`src/rtl/sort_window_loader.sv`:
```
`default_nettype none
// ============================================================================
// Module      : sort_window_loader
// Description : Packs a valid/ready sample stream into NUM_VALS-sample windows
//               for the byte sorter. Define SORT_WINDOW_SLIDING_EN for
//               sliding (one window per sample) instead of tumbling windows.
// Revision    : 1.0 - initial release
// ============================================================================
module sort_window_loader #(
    parameter int NUM_VALS = 9,
    parameter int SIZE     = 8,
    parameter int CNT_W    = $clog2(NUM_VALS + 1)
) (
    input  logic                     clk,
    input  logic                     rst,
    input  logic                     flush,
    input  logic [SIZE-1:0]          in_data,
    input  logic                     in_valid,
    output logic                     in_ready,
    output logic [NUM_VALS*SIZE-1:0] out_data,
    output logic                     out_valid,
    input  logic                     out_ready,
    output logic [CNT_W-1:0]         fill_level
);

    typedef enum logic [1:0] {
        S_FILL   = 2'd0,
        S_HOLD   = 2'd1,
        S_PRIMED = 2'd2
    } state_t;

    localparam logic [CNT_W-1:0] C_LAST = CNT_W'(NUM_VALS - 1);
    localparam logic [CNT_W-1:0] C_ONE  = CNT_W'(1);

    state_t                     r_state;
    state_t                     w_state_nxt;
    logic [CNT_W-1:0]           r_fill;
    logic [CNT_W-1:0]           w_fill_nxt;
    logic [NUM_VALS*SIZE-1:0]   r_window;
    logic                       w_accept;
    logic                       w_handshake;

    always_comb begin
        in_ready  = 1'b0;
        out_valid = 1'b0;
        case (r_state)
            S_FILL, S_PRIMED: in_ready = 1'b1;
            S_HOLD: begin
                out_valid = 1'b1;
`ifdef SORT_WINDOW_SLIDING_EN
                in_ready  = out_ready;
`endif
            end
            default: ;
        endcase
    end

    // flush wins over both sides of the interface in the same cycle
    assign w_accept    = in_valid && in_ready && !flush;
    assign w_handshake = out_valid && out_ready && !flush;

    always_comb begin
        w_state_nxt = r_state;
        w_fill_nxt  = r_fill;
        if (flush) begin
            w_state_nxt = S_FILL;
            w_fill_nxt  = '0;
        end else begin
            case (r_state)
                S_FILL: begin
                    if (w_accept) begin
                        w_fill_nxt = r_fill + C_ONE;
                        if (r_fill == C_LAST) begin
                            w_state_nxt = S_HOLD;
                        end
                    end
                end
                S_HOLD: begin
                    if (w_handshake) begin
`ifdef SORT_WINDOW_SLIDING_EN
                        if (!w_accept) begin
                            w_state_nxt = S_PRIMED;
                        end
`else
                        w_state_nxt = S_FILL;
                        w_fill_nxt  = '0;
`endif
                    end
                end
                S_PRIMED: begin
                    if (w_accept) begin
                        w_state_nxt = S_HOLD;
                    end
                end
                default: begin
                    w_state_nxt = S_FILL;
                    w_fill_nxt  = '0;
                end
            endcase
        end
    end

    always_ff @(posedge clk) begin
        if (rst) begin
            r_state  <= S_FILL;
            r_fill   <= '0;
            r_window <= '0;
        end else begin
            r_state <= w_state_nxt;
            r_fill  <= w_fill_nxt;
            // oldest sample falls out of slot 0, newest enters the top slot
            if (w_accept) begin
                r_window <= {in_data, r_window[NUM_VALS*SIZE-1:SIZE]};
            end
        end
    end

    assign out_data   = r_window;
    assign fill_level = r_fill;

endmodule
`default_nettype wire

```
`config.mk`:
```
export PLATFORM = sky130hd
export DESIGN_NAME = sort_window_loader
export DESIGN_NICKNAME = d
export VERILOG_FILES = /design/src/rtl/sort_window_loader.sv
export SDC_FILE = /design/constraint.sdc
export NUM_CORES = 1
export LEC_CHECK = 0
export CAP_MARGIN = 10
export CORE_ASPECT_RATIO = 0.9
export CORE_UTILIZATION = 43
export CTS_BUF_LIST = sky130_fd_sc_hd__clkbuf_2 sky130_fd_sc_hd__clkbuf_4 sky130_fd_sc_hd__clkbuf_8
export DETAILED_ROUTE_END_ITERATION = 12
export HOLD_SLACK_MARGIN = 0.12
export MAX_ROUTING_LAYER = met4
export PLACE_DENSITY = 0.78
export SLEW_MARGIN = 15
export SYNTH_ARGS = -nofsm -noshare
export SYNTH_HDL_FRONTEND = slang
export SYNTH_SLANG_ARGS = --single-unit
```
`constraint.sdc`:
```
create_clock -name clk -period 1.4 [get_ports clk]
set_clock_uncertainty 0.2 [all_clocks]
set_input_delay 0.21 -clock clk [delete_from_list [all_inputs] [get_ports clk]]
set_output_delay 0.21 -clock clk [all_outputs]
set_load 0.05 [all_outputs]
```
**After elaboration in Yosys (flattened, before gate mapping)**

Cells that the tools add are included.

- Register bits after elaboration: 78
- Output and inout port bits: 78
- Logic and storage cells: 32

- Add/subtract/negate cells: 1
- Equality and inequality tests: 7
- Mux-type cells: 10
- Bitwise logic cells: 1
- Reduce and logical (&&, ||, !) cells: 10

Operators with widths:

| operator | number |
|---|---|
| $pmux 4 s3 | 1 |
| $mux 2 | 4 |
| $mux 4 | 2 |
| $ne 2x2->1 const B | 4 |
| $pmux 2 s3 | 1 |
| $add 4x1->4 const B | 1 |
| $eq 4x4->1 const B | 1 |
| $logic_and 1x1->1 | 4 |
| $reduce_and 4->1 | 1 |
| $reduce_or 2->1 | 2 |
| $reduce_and 3->1 | 1 |
| $eq 2x1->1 const B | 1 |
| $eq 2x2->1 const B | 1 |
| $logic_not 2->1 | 1 |
| $mux 1 | 2 |
| $logic_not 1->1 | 1 |
| $not 1->1 | 1 |

**Logic depth before layout (Yosys ltp)**

Gate-level depths: netlist (run 1).

- Word-level depth: 7
- Gate-level depth with buffers: 6

**Worst setup path after synthesis (run 1)**

OpenSTA, ideal clock, no wires.

- Path type: reg2reg
- Start point: register r_state[0]
- End point: register r_fill[1], in the netlist fill_level[1]
- Setup time: 70 ps
- Arrival: 1584 ps
- Data required time: 1130 ps
- Path slack: -453 ps
- Stages on the path, launching flop included: 5
- Clock period less this slack: 1853 ps
- Cells stage by stage: dfxtp_1 -> buf_6 -> inv_1 -> or3_1 -> a21oi_1

- Longest elaborated chain between the ends: 7
- Elaborated cells on any way between the ends: 15
- Those cells by class: eq/ne (4); mux (3); bitwise (1); reduce/logical (7)

Ends and longest elaborated chain:

| element | RTL line | source |
|---|---|---|
| from (decl) | 35 | `state_t r_state;` |
| from (signal assigned) | 109 | `r_state <= w_state_nxt;` |
| $eq 2x2->1 / $logic_not 2->1 (equally long branches) | 46 | `case (r_state)` |
| $reduce_or 2->1 (*) | 46 |  |
| $mux 1 (*) | 46 |  |
| named net in_ready | 19 | `output logic in_ready,` |
| $logic_and 1x1->1 (*) (2 in series) | 59 | `assign w_accept = in_valid && in_ready && !flush;` |
| $ne 2x2->1 (no line) (*) | n/a |  |
| $reduce_and 3->1 (no line) (*) | n/a |  |
| to (signal assigned) | 110 | `r_fill <= w_fill_nxt;` |
| to (decl) | 37 | `logic [CNT_W-1:0] r_fill;` |

Mark *: on every way through the listed nets, which the timed path passes. The rest lies on a longest branch.
A chain may end at the register's enable or synchronous reset.

**Worst setup path after layout (run 1)**

- Start point: register r_state[0]
- End point: register r_window[25], in the netlist out_data[25]

- Longest elaborated chain between the ends: 5
- Elaborated cells on any way between the ends: 6
- Those cells by class: eq/ne (1); mux (1); reduce/logical (4)

Ends and longest elaborated chain:

| element | RTL line | source |
|---|---|---|
| $eq 2x2->1 / $logic_not 2->1 (equally long branches) | 46 |  |
| $reduce_or 2->1 (*) | 46 |  |
| $mux 1 (*) | 46 |  |
| $logic_and 1x1->1 (*) (2 in series) | 59 |  |
| to (signal assigned) | 113 | `r_window <= {in_data, r_window[NUM_VALS*SIZE-1:SIZE]};` |
| to (decl) | 39 | `logic [NUM_VALS*SIZE-1:0] r_window;` |

Every way passes the cells marked *; elsewhere a longest branch is shown, timed or not.

==> results of run 1 <==
[kinds of logic after synthesis]
kind of cell | Yosys count | share of synthesized area, %
simple gates | 162 | 25.57
compound gates | 81 | 14.10
flops | 77 | 52.16
buf+inv | 29 | 7.028
fa+ha+maj | 2 | 0.8466
xor+xnor | 1 | 0.2964
[worst max-delay path: cells and delay by family (launching register included)]
family | cells | cell delay, ns
flops | 1 | 0.35
simple gates | 2 | 0.52
buf+inv | 2 | 0.35
compound gates | 1 | 0.07
[Yosys cell counts, drive strengths merged]
master / n / area (um2)
nor2: 1 / 3.750
nand4b: 1 / 8.760
a21oi: 75 / 375.4
nor2b: 2 / 12.51
nand3: 1 / 5.000
nor3b: 1 / 7.510
dfxtp: 77 / 1541
or3: 1 / 6.260
inv: 3 / 11.26
nand3b: 1 / 7.510
nand2b: 2 / 12.51
or3b: 1 / 8.760
ha: 2 / 25.02
or2: 1 / 6.260
buf: 18 / 166.4
a31oi: 1 / 6.260
o21ai: 2 / 10.01
a21boi: 1 / 7.510
a2bb2oi: 2 / 17.52
xor2: 1 / 8.760
or4: 1 / 7.510
nand2: 147 / 651.9
clkbuf: 8 / 30.03
and3b: 2 / 17.52
[placed cells by master, fill, tap and decap left out, types with 2 or more instances in the layout]
cell / n
nand2_1: 107
buf_12: 81
a21oi_1: 73
dfxtp_1: 58
nand2_2: 40
dfxtp_2: 17
clkbuf_8: 12
buf_4: 11
buf_6: 10
clkdlybuf4s50_1: 9
a21oi_2: 2
and3b_1: 2
o21ai_1: 2
a2bb2oi_1: 2
nand2b_1: 2
ha_1: 2
dfxtp_4: 2
dlygate4sd2_1: 2
[registers in the layout, indices dropped and copies added, names as in the netlist]
register,cells
out_data,72
fill_level,4
r_state,1
[layout make-up]
cell class / instances / area (um2) / share of cell area, %
repair buffers: 117 / 1992 / 38.75
flip-flops and latches: 77 / 1570 / 30.55
multi-input cells: 246 / 1236 / 24.05
clock buffers: 13 / 172.7 / 3.359
well taps: 90 / 112.6 / 2.191
clock inverters: 3 / 41.29 / 0.8033
inverters: 3 / 15.01 / 0.2921
[power breakdown]
part / total (W) / internal (W) / switching (W)
Sequential: 0.00223 / 0.00220 / 0.0000257
Clock: 0.00179 / 0.000989 / 0.000801
Combinational: 0.000399 / 0.000178 / 0.000221
Total: 0.00442 / 0.00337 / 0.00105
[what timing repair did]
item / in CTS / in global routing
buffers inserted: 3 / 2
resized for setup: 10 / 28
hold buffers: 1 / 0
gates cloned: 0 / 1
pin swaps: 3 / 16
setup endpoints to repair: 77 / 95
hold endpoints to repair: 6 / 0
[stage by stage]
| step | hold WS [ns] | TNS (ns) | util, % | area, um2 | power [W] |
|---|---|---|---|---|---|
| floorplan | 0.1505 | -16.06 | - | 2982 | 0.002495 |
| global placement | 0.2825 | -30.41 | 72.00 | 4767 | 0.002642 |
| detailed placement | 0.2873 | -31.47 | 72.00 | 4767 | 0.002649 |
| CTS | 0.2073 | -11.08 | 76.08 | 5037 | 0.004402 |
| global route | 0.2223 | -15.80 | 77.63 | 5140 | 0.004581 |
| finish | 0.2215 | -12.36 | 77.63 | 5140 | 0.004418 |
[layer usage]
metal / GRT usage, % / vias up / part of all wire [%]
met2: 38.40 / 98 / 52
met5: - / - / 0
met4: 8.413 / 0 / 0.86
met3: 6.166 / 8 / 5.2
li1: - / 1339 / -
met1: 27.09 / 1328 / 42
[worst max path at each step]
| stage | from | end | slack (ns) | cells after the start |
|---|---|---|---|---|
| 2_1_floorplan | r_state[0]$_SDFFE_PP0P_ | out_data[10]$_SDFFE_PP0P_ | -0.23 | 6 |
| 3_3_place_gp | flush | out_data[0]$_SDFFE_PP0P_ | -0.42 | 5 |
| 3_5_place_dp | flush | out_data[26]$_SDFFE_PP0P_ | -0.44 | 5 |
| 4_1_cts | r_state[0]$_SDFFE_PP0P_ | in_ready | -0.19 | 4 |
| 5_1_grt | r_state[0]$_SDFFE_PP0P_ | out_data[17]$_SDFFE_PP0P_ | -0.32 | 6 |
| 6_report | r_state[0]$_SDFFE_PP0P_ | out_data[25]$_SDFFE_PP0P_ | -0.21 | 5 |
==> flow_summary.json, run 1 <==
{
  "antenna_found_initial": 0,
  "core_area_um2": 6621,
  "r2r_start": "r_state[0]$_SDFFE_PP0P_",
  "max_stage_delay_ns": 0.43,
  "clk_latency_ns": 0.35,
  "track_usage_pct": 23.22,
  "route.detailed.drc": 0,
  "p_leak_nw": 1.854,
  "status": "finished with violations",
  "r2r_cells": 5,
  "path_cells": "buf_6, or3b_4, clkbuf_16, nand2_1, a21oi_1",
  "cp_slowest_cell": "or3b_4",
  "finalCritPeriodShare_pct": 114.7,
  "num_rows": 28,
  "hold_path_class": "in -> reg",
  "syn_inst": 352,
  "wl_per_cell_um": 14.79,
  "dieArea_um2": 7209,
  "wl_mm": 8.120,
  "yosysUniqueCellTypes": 27,
  "grt_max_degree": 54,
  "vias_per_cell": 5.051,
  "ir_drop_uv": 684.1,
  "fill_cells": 406,
  "cp-start-kind": "flip-flop",
  "hpwlAfterDp_mm": 5.508,
  "path_max_fanout": 26,
  "violations": "negative setup slack",
  "grt-ovfl-total": 0,
  "avgSynthCellArea_um2": 8.396,
  "numCtsBuffers": 9,
  "grt_pass1_vias": 2585,
  "routed-via-count": 2773,
  "whs_endpoint": "out_data[71]$_SDFFE_PP0P_",
  "n_antenna_cell": 0,
  "clk_pin_slew_worst_paths_ns": 0.08,
  "htree_levels": 3,
  "cts_sinks": 77,
  "worst_pin_slew_ns": 0.2354,
  "num_io_pins": 91,
  "arrival_ns": 1.65,
  "syn-cell-area_um2": 2955,
  "initial_core_util_pct": 44.63,
  "fmax_mhz": 622.5,
  "slew_headroom_pct": 84.31,
  "power-per-cell-area_nw_per_um2": 859.5,
  "place.gp.congestion": 0.7955,
  "hp-start": "in_data[7]",
  "slew_viol_final": 0,
  "end_kind": "flip-flop",
  "synth_fp_nets": 367,
  "yosysWarnings": 0,
  "placement.io_buffers": 90,
  "ys_seq_elements": 77,
  "min_period_ns": 1.606,
  "final_layout_size_suffix_gt1_share_pct": 41.18,
  "hold_depth": 3,
  "pre_cts_ws_ns": -0.4404,
  "drt_iter0_drc": 135,
  "worstReg2RegEnd": "out_data[25]$_SDFFE_PP0P_",
  "path_class": "reg -> reg",
  "cts.path.max_buffers": 2,
  "rsz0062_at_grt": "yes",
  "required_ns": 1.44,
  "finalHoldViolCount": 0,
  "worst_slack_ns": -0.2065,
  "syn2layout_area_growth_pct": 73.92,
  "num-nets-final": 469,
  "setup_viol": 76,
  "worst-r2r-setup-slack_ns": -0.21,
  "dr.pass1.iters": 4,
  "grt_pass1_wl_mm": 12.24,
  "cts_tree": "built",
  "maxCapViolCount": 0,
  "seq_area_frac_synth_pct": 52.16,
  "dp_cells": 526,
  "postRouteAntennaNets": 0,
  "die_height_um": 80.65,
  "clockRootBuffer": "clkbuf_8",
  "instances_no_fill": 549,
  "die_x_um": 89.39
}
Power figures use the tool's default switching activity.
==> inputs of run 2 (changes only) <==
Settings changed: CORE_ASPECT_RATIO 0.9 to 1.4, SLEW_MARGIN 15 to 30.
==> flow_summary.json, run 2 (synthesized netlist as in run 1, its figures left out) <==
{
  "final_core_util_pct": 82.23,
  "worstReg2RegEnd": "out_data[29]$_SDFFE_PP0P_",
  "largest_reg_flops": 72,
  "place.gp.congestion": 0.7379,
  "wl_mm": 9.434,
  "status": "finished with violations",
  "grt-busiest-layer": "met2",
  "die_height_um": 100.1,
  "syn2layout_area_growth_pct": 84.00,
  "worst_pin_slew_ns": 0.5293,
  "mostFrequentLayoutCells": "92 x nand2_1, 84 x buf_12, 49 x a21oi_1",
  "num_rows": 35,
  "route.detailed.drc": 0,
  "layout_commonest_cell": "nand2_1",
  "grt.met1_usage_pct": 29.09,
  "grt_pass1_vias": 2739,
  "placement.io_buffers": 90,
  "track_usage_pct": 25.56,
  "num-nets-final": 470,
  "hold_ws_ns": 0.2065,
  "path_class": "reg -> reg",
  "die_x_um": 72.07,
  "worst-r2r-setup-slack_ns": -0.24,
  "n_antenna_cell": 0,
  "dr.pass1.iters": 4,
  "initial_core_util_pct": 44.69,
  "routed-via-count": 2852,
  "p_leak_nw": 1.959,
  "antenna_found_initial": 0,
  "path_max_fanout": 30,
  "hold_depth": 3,
  "grt_pass1_wl_mm": 13.58,
  "maxCapViolCount": 0,
  "drt_iter0_drc": 175,
  "r2r_cells": 4,
  "arrival_ns": 1.67,
  "clockRootBuffer": "clkbuf_8",
  "dieArea_um2": 7213,
  "cp-startpoint": "r_state[0]$_SDFFE_PP0P_",
  "whs_endpoint": "out_data[71]$_SDFFE_PP0P_",
  "min_period_ns": 1.639,
  "numCtsBuffers": 9,
  "tns_ns": -11.90,
  "wl_per_cell_um": 17.12,
  "end_kind": "flip-flop",
  "cts_tree": "built",
  "clk_pin_slew_worst_paths_ns": 0.08,
  "slew_viol_final": 0,
  "setup_viol": 75,
  "ir_drop_uv": 627.7,
  "fmax_mhz": 610.2,
  "power-per-cell-area_nw_per_um2": 831.9,
  "cts.path.max_buffers": 2,
  "cp-start-kind": "flip-flop",
  "grt-ovfl-total": 0,
  "worst_slack_ns": -0.2387,
  "hp-start": "in_data[7]",
  "final_layout_size_suffix_gt1_share_pct": 53.38,
  "rsz0062_at_grt": "yes",
  "hold_path_class": "in -> reg",
  "clk_latency_ns": 0.36,
  "core_area_um2": 6613,
  "finalCritPeriodShare_pct": 117.1,
  "postRouteAntennaNets": 0,
  "r2r_start": "r_state[0]$_SDFFE_PP0P_",
  "num_io_pins": 91,
  "required_ns": 1.43,
  "vias_per_cell": 5.176,
  "cts_sinks": 77,
  "fill_cells": 342,
  "met2_usage_pct": 42.99,
  "hpwlAfterDp_mm": 5.575,
  "violations": "negative setup slack",
  "htree_levels": 3,
  "pre_cts_ws_ns": -0.5009,
  "finalHoldViolCount": 0,
  "grt_max_degree": 38,
  "slew_headroom_pct": 64.71,
  "grtUsageMet3_pct": 6.225
}
==> run 2: worst max path at each step <==
stage	to	slack [ns]
3_3_place_gp	out_data[49]$_SDFFE_PP0P_	-0.43
2_1_floorplan	out_data[10]$_SDFFE_PP0P_	-0.23
4_1_cts	in_ready	-0.19
6_report	out_data[29]$_SDFFE_PP0P_	-0.24
5_1_grt	out_data[9]$_SDFFE_PP0P_	-0.24
3_5_place_dp	out_data[49]$_SDFFE_PP0P_	-0.50
==> run 2: cell type report <==
class,count,area (um2),share of cell area (%)
multi-input combinational,246,1438,26.44
timing repair buffer,118,2067,38.01
inverter,3,15.01,0.2761
clock buffer,9,123.9,2.278
tap,92,115.1,2.117
sequential,77,1590,29.25
clock inverter,6,88.84,1.634
==> run 2: power by group <==
| part | internal, W | leakage, nW | switching [W] |
|---|---|---|---|
| clock network | 0.000993 | 0.101 | 0.000833 |
| logic | 0.000208 | 1.22 | 0.000256 |
| registers | 0.00220 | 0.640 | 0.0000290 |
==> run 2: per-stage QoR <==
stage	std cells	power, W	cell area (um2)
6_report	551	0.004524	5438
3_3_place_gp	524	0.002641	4752
3_5_place_dp	524	0.002650	4752
5_1_grt	551	0.004670	5438
2_1_floorplan	352	0.002495	2982
4_1_cts	548	0.004476	5136
==> run 2: timing repair <==
| action | in CTS | in global routing |
|---|---|---|
| hold endpoints to repair | 17 | 0 |
| cloned | 3 | 2 |
| hold buffers | 1 | 0 |
| gates resized for setup | 21 | 90 |
| setup buffers | 5 | 2 |
| pin swaps | 17 | 13 |
| setup endpoints to repair | 81 | 96 |
==> run 2: worst max-delay path, stage by stage (launching register included) <==
cell     delay [ns]
dfxtp_4        0.37
or3b_4         0.53
buf_12         0.22
nand2_1        0.11
a21oi_1        0.08
==> run 2: layer usage <==
layer / up-vias / routed length (um)
met5: - / 0
met4: 0 / 330
met3: 24 / 486
met2: 122 / 4927
met1: 1362 / 3690
li1: 1344 / -
==> inputs of run 3 (changes only) <==
==> constraint.sdc (replaced) <==
create_clock -name clk -period 1.4 [get_ports clk]
set_clock_uncertainty 0.2 [all_clocks]
set_input_delay 0.21 -clock clk [delete_from_list [all_inputs] [get_ports clk]]
set_output_delay 0.21 -clock clk [all_outputs]
set_load 0.02 [all_outputs]
==> flow_summary.json, run 3 (synthesized netlist as in run 1, its figures left out) <==
{
  "wl_mm": 8.786,
  "met2_usage_pct": 41.12,
  "syn2layout_area_growth_pct": 57.41,
  "end_kind": "flip-flop",
  "path_cells": "or3b_4, buf_12, nand2_1, a21oi_1",
  "initial_core_util_pct": 44.69,
  "grt-busiest-layer": "met2",
  "grt_pass1_wl_mm": 12.85,
  "core_area_um2": 6613,
  "route.detailed.drc": 0,
  "layout_commonest_cell": "nand2_1",
  "place.gp.congestion": 0.7592,
  "grt-ovfl-total": 0,
  "hold_ws_ns": 0.1738,
  "worst_pin_slew_ns": 0.2583,
  "cts_sinks": 77,
  "fill_cells": 521,
  "worst-r2r-setup-slack_ns": -0.09,
  "die_height_um": 100.1,
  "numCtsBuffers": 9,
  "tns_ns": -3.925,
  "placement.io_buffers": 90,
  "worst_slack_ns": -0.09242,
  "dr.pass1.iters": 4,
  "cp_slowest_cell": "or3b_4",
  "min_period_ns": 1.492,
  "dieArea_um2": 7213,
  "clk_latency_ns": 0.35,
  "drt_iter0_drc": 188,
  "required_ns": 1.43,
  "antenna_found_initial": 0,
  "grtUsageMet3_pct": 6.124,
  "ir_drop_uv": 642.3,
  "arrival_ns": 1.52,
  "die_x_um": 72.07,
  "maxCapViolCount": 0,
  "slew_viol_final": 0,
  "finalCritPeriodShare_pct": 106.6,
  "routed-via-count": 2974,
  "num_io_pins": 91,
  "num_rows": 35,
  "grt.met1_usage_pct": 26.47,
  "fmax_mhz": 670.1,
  "postRouteAntennaNets": 0,
  "track_usage_pct": 23.93,
  "clockRootBuffer": "clkbuf_8",
  "path_class": "reg -> reg",
  "max_stage_delay_ns": 0.43,
  "cpLargestDelayFamily": "simple AND/OR/NAND/NOR gates",
  "mostFrequentLayoutCells": "87 x nand2_1, 72 x dfxtp_1, 68 x buf_4",
  "cp-start-kind": "flip-flop",
  "cts_tree": "built",
  "vias_per_cell": 4.924,
  "path_max_fanout": 29,
  "clk_pin_slew_worst_paths_ns": 0.08,
  "status": "finished with violations",
  "violations": "negative setup slack",
  "grt_pass1_vias": 2800,
  "setup_viol": 71,
  "cts.path.max_buffers": 2,
  "grt_max_degree": 30,
  "p_leak_nw": 1.972,
  "htree_levels": 3,
  "path_buf_inv": 1,
  "slew_headroom_pct": 82.78,
  "rsz0062_at_grt": "yes",
  "num-nets-final": 524,
  "finalHoldViolCount": 0,
  "final_layout_size_suffix_gt1_share_pct": 51.17,
  "n_antenna_cell": 0,
  "power-per-cell-area_nw_per_um2": 876.7,
  "final_core_util_pct": 70.35,
  "hold_path_class": "in -> reg",
  "hpwlAfterDp_mm": 5.647,
  "finalPower_w": 0.004079,
  "wl_per_cell_um": 14.55,
  "largest_reg_flops": 72
}
[run 3: cell count changes in the layout (fill, tap and decap cells not counted), moves of 15 or more]
cell,delta
nand2_2,+15
buf_4,+59
dfxtp_1,+32
buf_2,+51
clkdlybuf4s15_2,+25
buf_12,-78
dfxtp_2,-34
[run 3: what timing repair did]
action                     4_1_cts  5_1_grt
setup buffers                    3        0
setup endpoints to repair      152      118
hold buffers                     2        0
gates cloned                     0        3
hold endpoints to repair         3        0
pin swaps                        3       36
gates resized for setup        254       91
[run 3: layer usage]
| metal | part of all wire [%] | wire length, um |
|---|---|---|
| met5 | 0 | 0 |
| met4 | 1.7 | 145 |
| met3 | 4.2 | 366 |
| met2 | 55 | 4818 |
| met1 | 39 | 3455 |
[run 3: final cells by class]
cell class                      instances  area (um2)  share of cell area, %
Clock buffer                           13       160.2                  3.443
Clock inverter                          1       8.758                 0.1883
Inverter                                3       11.26                 0.2421
Multi-Input combinational cell        246        1370                  29.45
Sequential cell                        77        1555                  33.43
Tap cell                               92       115.1                  2.474
Timing Repair Buffer                  172        1431                  30.77
[run 3: per-stage QoR]
step | cells | setup slack (ns) | area (um2)
after floorplan | 352 | -0.1642 | 2979
after global placement | 582 | -0.4279 | 4417
after detailed placement | 582 | -0.4529 | 4417
after CTS | 601 | -0.07131 | 4648
after global routing | 604 | -0.1539 | 4652
final | 604 | -0.09242 | 4652
[run 3: worst register-to-register path: stages, from the launching register on]
cell,delay (ns)
dfxtp_4,0.38
or3b_4,0.44
buf_12,0.19
nand2_1,0.11
a21oi_1,0.07
[run 3: power by group]
part	internal [W]	total, W	switching (W)	leakage [nW]
combinational	0.000164	0.000367	0.000204	1.26
sequential	0.00220	0.00221	0.0000121	0.625
clock	0.000737	0.00150	0.000760	0.0898
[run 3: worst paths after layout]
kind,start,to,depth (start not counted)
hold / removal,rst,out_data[2]$_SDFFE_PP0P_,3
setup / recovery,r_state[0]$_SDFFE_PP0P_,out_data[16]$_SDFFE_PP0P_,4
setup reg to reg,r_state[0]$_SDFFE_PP0P_,out_data[16]$_SDFFE_PP0P_,4
hold reg to reg,out_data[4]$_SDFFE_PP0P_,out_data[4]$_SDFFE_PP0P_,2
